## config.mk

```make
export PLATFORM = sky130hd
export DESIGN_NAME = ps2_packet_rx
export DESIGN_NICKNAME = d
export VERILOG_FILES = /design/src/rtl/ps2_packet_rx.sv
export SDC_FILE = /design/constraint.sdc
export NUM_CORES = 1
export LEC_CHECK = 0
export ABC_CLOCK_PERIOD_IN_PS = 2500
export BUFFER_PORTS_ARGS = -buffer_cell sky130_fd_sc_hd__buf_4
export CAP_MARGIN = 20
export CELL_PAD_IN_SITES_DETAIL_PLACEMENT = 0
export CELL_PAD_IN_SITES_GLOBAL_PLACEMENT = 1
export CORE_ASPECT_RATIO = 1.5
export CORE_MARGIN = 3
export CORE_UTILIZATION = 40
export DETAILED_ROUTE_END_ITERATION = 10
export GPL_ROUTABILITY_DRIVEN = 0
export GPL_TIMING_DRIVEN = 0
export PLACE_DENSITY_LB_ADDON = 0.1
export SYNTH_ARGS = -nofsm -noshare
export SYNTH_HDL_FRONTEND = slang
export SYNTH_SLANG_ARGS = --single-unit
```

## constraint.sdc

```tcl
create_clock -name i_clk -period 2.5 [get_ports i_clk]
set_input_delay 0.375 -clock i_clk [delete_from_list [all_inputs] [get_ports i_clk]]
set_output_delay 0.375 -clock i_clk [all_outputs]
set_load 0.01 [all_outputs]
```

## src/rtl/ps2_packet_rx.sv

```systemverilog
// PS/2 receiver that checks 11-bit frames and assembles WORDS bytes into one packet.
// Defining PS2_RX_TIMEOUT_EN adds a watchdog that abandons stalled partial packets.
module ps2_packet_rx #(
    parameter int WORDS          = 3,
    parameter int TIMEOUT_CYCLES = 100000
) (
    input  logic               i_clk,
    input  logic               i_reset,
    input  logic               i_PS2Clk,
    input  logic               i_PS2Data,
    output logic [WORDS*8-1:0] o_packet,
    output logic               o_valid,
    output logic               o_frame_err,
    output logic               o_timeout,
    output logic               o_busy
);

    localparam int         PW       = WORDS * 8;
    localparam logic [1:0] LAST_IDX = 2'(WORDS - 1);

    logic          clk_meta_q, clk_meta_d;
    logic          clk_sync_q, clk_sync_d;
    logic          clk_prev_q, clk_prev_d;
    logic          dat_meta_q, dat_meta_d;
    logic          dat_sync_q, dat_sync_d;
    logic [3:0]    bit_cnt_q, bit_cnt_d;
    logic [9:0]    shift_q, shift_d;
    logic [1:0]    byte_idx_q, byte_idx_d;
    logic [PW-1:0] partial_q, partial_d;
    logic [PW-1:0] packet_q, packet_d;
    logic          valid_q, valid_d;
    logic          err_q, err_d;

    logic          fall_edge;
    logic          frame_ok;
    logic          busy;
    logic [PW-1:0] byte_placed;
    int            shamt;

`ifdef PS2_RX_TIMEOUT_EN
    localparam logic [20:0] WD_LOAD = 21'(TIMEOUT_CYCLES);
    logic [20:0] wdog_q, wdog_d;
    logic        timeout_q, timeout_d;
`endif

    assign fall_edge = clk_prev_q & ~clk_sync_q;
    assign busy      = (bit_cnt_q != 4'd0) || (byte_idx_q != 2'd0);

    // shift_q holds start in [0], data LSB-first in [8:1], parity in [9]; stop is the live sample
    assign frame_ok  = (shift_q[0] == 1'b0) && (^shift_q[9:1]) && dat_sync_q;

    always_comb begin
        clk_meta_d  = i_PS2Clk;
        clk_sync_d  = clk_meta_q;
        clk_prev_d  = clk_sync_q;
        dat_meta_d  = i_PS2Data;
        dat_sync_d  = dat_meta_q;
        bit_cnt_d   = bit_cnt_q;
        shift_d     = shift_q;
        byte_idx_d  = byte_idx_q;
        partial_d   = partial_q;
        packet_d    = packet_q;
        valid_d     = 1'b0;
        err_d       = 1'b0;
        shamt       = 8 * (WORDS - 1 - int'(byte_idx_q));
        byte_placed = PW'(shift_q[8:1]) << shamt;

        if (fall_edge) begin
            if (bit_cnt_q == 4'd10) begin
                bit_cnt_d = 4'd0;
                shift_d   = 10'd0;
                if (frame_ok) begin
                    if (byte_idx_q == LAST_IDX) begin
                        packet_d   = partial_q | byte_placed;
                        valid_d    = 1'b1;
                        byte_idx_d = 2'd0;
                        partial_d  = '0;
                    end else begin
                        partial_d  = partial_q | byte_placed;
                        byte_idx_d = byte_idx_q + 2'd1;
                    end
                end else begin
                    err_d      = 1'b1;
                    byte_idx_d = 2'd0;
                    partial_d  = '0;
                end
            end else begin
                shift_d   = {dat_sync_q, shift_q[9:1]};
                bit_cnt_d = bit_cnt_q + 4'd1;
            end
        end
    end

`ifdef PS2_RX_TIMEOUT_EN
    // Down-counter reloaded on every edge; expiry at terminal count 1 while busy
    always_comb begin
        wdog_d    = wdog_q;
        timeout_d = 1'b0;
        if (fall_edge) begin
            wdog_d = WD_LOAD;
        end else if (!busy) begin
            wdog_d = 21'd0;
        end else if (wdog_q <= 21'd1) begin
            wdog_d    = 21'd0;
            timeout_d = 1'b1;
        end else begin
            wdog_d = wdog_q - 21'd1;
        end
    end

    always_ff @(posedge i_clk) begin
        if (i_reset) begin
            wdog_q    <= 21'd0;
            timeout_q <= 1'b0;
        end else begin
            wdog_q    <= wdog_d;
            timeout_q <= timeout_d;
        end
    end

    assign o_timeout = timeout_q;
`else
    assign o_timeout = 1'b0;
`endif

    always_ff @(posedge i_clk) begin
        if (i_reset) begin
            clk_meta_q <= 1'b1;
            clk_sync_q <= 1'b1;
            clk_prev_q <= 1'b1;
            dat_meta_q <= 1'b1;
            dat_sync_q <= 1'b1;
            bit_cnt_q  <= 4'd0;
            shift_q    <= 10'd0;
            byte_idx_q <= 2'd0;
            partial_q  <= '0;
            packet_q   <= '0;
            valid_q    <= 1'b0;
            err_q      <= 1'b0;
        end else begin
            clk_meta_q <= clk_meta_d;
            clk_sync_q <= clk_sync_d;
            clk_prev_q <= clk_prev_d;
            dat_meta_q <= dat_meta_d;
            dat_sync_q <= dat_sync_d;
`ifdef PS2_RX_TIMEOUT_EN
            if (timeout_d) begin
                bit_cnt_q  <= 4'd0;
                shift_q    <= 10'd0;
                byte_idx_q <= 2'd0;
                partial_q  <= '0;
            end else begin
                bit_cnt_q  <= bit_cnt_d;
                shift_q    <= shift_d;
                byte_idx_q <= byte_idx_d;
                partial_q  <= partial_d;
            end
`else
            bit_cnt_q  <= bit_cnt_d;
            shift_q    <= shift_d;
            byte_idx_q <= byte_idx_d;
            partial_q  <= partial_d;
`endif
            packet_q   <= packet_d;
            valid_q    <= valid_d;
            err_q      <= err_d;
        end
    end

    assign o_packet    = packet_q;
    assign o_valid     = valid_q;
    assign o_frame_err = err_q;
    assign o_busy      = busy;

endmodule

```

==> results_dict.tcl <==
set metrics [dict create \
    worst_pin_slew_ps 740 \
    fin_nets 370 \
    grt_pass1_wl_um 12700 \
    finalHoldViolCount 0 \
    power_density_nw_per_um2 621 \
    ctsRootBufferMaster "clkbuf_8" \
    die_w_um 77.2 \
    clkSinkCount 71 \
    finalPower_uw 2320 \
    rr_worst_depth 9 \
    finalInstanceArea_um2 3730 \
    r2r-end "o_packet[2]" \
    power_frac_clock_pct 47.4 \
    grt_pass1_vias 2440 \
    r2r_start "shift_q[3]" \
    drtIter0Drc 117 \
    ios 32 \
    slew_viol_final 0 \
    initial_core_util_pct 41.5 \
    synth_top_flop_cell "dfxtp_1" \
    crit_required_ps 2760 \
    yosysTopAreaCellShare_pct 46.7 \
    grt_use_total_pct 18.5 \
    routed_wl_um 7750 \
    worst-setup-path-type "reg2reg" \
    avgViaCountPerCell 5.42 \
    ant_nets 0 \
    ctsHoldBuffers 0 \
    timing.final.crit_period_ps 2420 \
    synth_cell_types 37 \
    finalCritPeriodShare_pct 96.9 \
    yosysTopAreaCell "dfxtp_1" \
    synth_edf_count 0 \
    cts_buffers 9 \
    antenna_found_initial 0 \
    syn_nets 326 \
    ys_top_cells_by_area "dfxtp_1, o31ai_2, nand4b_1" \
    fin_skew_ps 7.42 \
    grt_max_degree 13 \
    critical_path_buf_inv_count 4 \
    critPathTopFamily "simple AND/OR/NAND/NOR gates" \
    relSlewSlack_pct 50.7 \
    critPathMaxFanout 10 \
    path_cells "buf_6 > xor2_1 > xnor3_1 > or4b_4 > buf_6 > and2_4 > buf_6 > buf_6 > o31ai_2" \
    ys_seq_area_share_pct 46.7 \
    p_comb_share_pct 3.6 \
    rsz0062_at_grt "yes" \
    intPower_uw 1810 \
    rrSetupSlack_ps 80 \
    cpMostUsedCell "buf_6" \
    synth_commonest_cells "dfxtp_1, nor2_1, a21oi_1, clkbuf_1" \
    drtPass1Iterations 4 \
    critPathLaunchType "flip-flop" \
    dp_hpwl_um 5310 \
    end_kind "flip-flop" \
    maxCapViolCount 0 \
    die_area_um2 8700 \
    avgSynthCellArea_um2 9.59 \
    clockBufferDepth 2 \
    post-place-ws_ps -124 \
    cp_slowest_stage_delay_ps 550 \
    critPathArrivalTime_ps 2690 \
    routed-via-count 2520 \
    holdPathEnd "clk_meta_q" \
    yosys_warnings 0 \
    status "finished, final reports clean" \
    syn_to_final_growth_pct 22.8 \
    critPathSlowestCell "or4b_4" \
    clk_latency_ps 350 \
    peakVddDrop_v 0.000338 \
    port_buffers 29 \
    p_switching_uw 504 \
    p_leak_uw 0.00139 \
    fp.dieH_um 113 \
    worstHoldPathCells 2 \
    fin_ws_ps 77.1 \
    antenna_cells 0 \
    setup_viol 0 \
    fmax_mhz 413 \
    sw_frac_of_total_pct 21.7 \
    synthCells 317 \
    hold_class "in2reg" \
    htree_levels 3 \
    drc 0 \
    rows 38 \
    netlist_area_um2 3040 \
    drive_gt1_share_pct 27.1 \
    synthArstFlopShare_pct 0 \
    grt_overflow 0 \
    synth_seq_cells 71 \
    synth.most_common_cell "dfxtp_1" \
    hold_path.startpoint "i_PS2Clk" \
    avgRoutedWirePerCell_um 16.7 \
    clk_pin_slew_ps 80 \
    tritoncts "built" \
    dpl_cell_area_um2 3390 \
    core_area_um2 7320 \
    power_frac_seq_pct 49.0 \
]
## cell families (layout without fill, tap and decap cells)
group                      Yosys count  count (layout)  synth area share, %
AOI/OAI and AO/OA                   92              92                 22.3
and+or+nand+nor                    100             100                 19.3
muxes                                1               1                0.329
DFF                                 71              71                 46.7
adders and majority gates            5               5                 2.06
other                                1               1                0.123
buffers and inverters               39              87                 6.17
xor gates and xnor gates             8               8                 3.00
## how the worst max path moves through the flow
stage | start | end | slack, ps | cells past startpoint
2_1_floorplan | shift_q[3] | o_packet[16] | 180 | 9
3_3_place_gp | byte_idx_q[0] | partial_q[1] | -130 | 7
3_5_place_dp | byte_idx_q[0] | partial_q[1] | -120 | 7
4_1_cts | bit_cnt_q[0] | o_packet[15] | 3 | 9
5_1_grt | shift_q[4] | partial_q[20] | -20 | 8
6_report | shift_q[3] | o_packet[2] | 80 | 9
## metrics by stage
stage                     std cells  TNS, ps  util [%]  hold WS [ps]
after floorplan                 317        0         -           389
after global routing            465     -110      51.0           213
after global placement          446    -3370      46.2           400
after detailed placement        447    -4010      46.3           398
final                           465        0      51.0           208
after CTS                       459        0      49.7           200
## per-layer routing
metal | GRT usage, % | up-vias | routed length (µm)
li1 | - | 1237 | -
met1 | 23.1 | 1228 | 3490
met2 | 30.5 | 42 | 3840
met3 | 3.50 | 13 | 234
met4 | 8.91 | 0 | 189
met5 | 0 | - | 0
## power groups by stage
stage               clock network [µW]  logic (µW)  registers (µW)
floorplan                            0        56.8            1160
global placement                     0        81.7            1170
detailed placement                   0        81.8            1170
CTS                               1120        82.4            1140
global route                      1160        91.5            1140
finish                            1100        83.7            1140
## area by class of cell
| type | count | area (µm²) |
|---|---|---|
| clock inverter | 6 | 110 |
| timing repair buffer | 37 | 275 |
| clock buffer | 9 | 124 |
| fill | 744 | 3590 |
| multi-input combinational | 207 | 1470 |
| sequential | 71 | 1430 |
| buffer | 33 | 193 |
| tap | 100 | 125 |
| inverter | 2 | 7.51 |
## flip-flops by register name (all words and copies together), names as in the netlist, 2 cells and up
register and flops:
shift_q 10, byte_idx_q 2, partial_q 24, o_packet 24
bit_cnt_q 4
## placed cells by master (no fill, tap or decap), drive strengths merged, types with 7 or more instances in the layout
master | Yosys | final
a21oi | 30 | 30
a22oi | 10 | 10
a31oi | 24 | 24
buf | 12 | 49
clkbuf | 25 | 30
dfxtp | 71 | 71
nand2 | 7 | 7
nand4b | 24 | 24
nor2 | 38 | 38
o31ai | 24 | 24
## timing repair
item                       CTS  global route
resized for setup           10            15
setup endpoints to repair   46            49
buffers inserted             0             7
pin swaps                    1             1
Power figures use the tool's default switching activity.
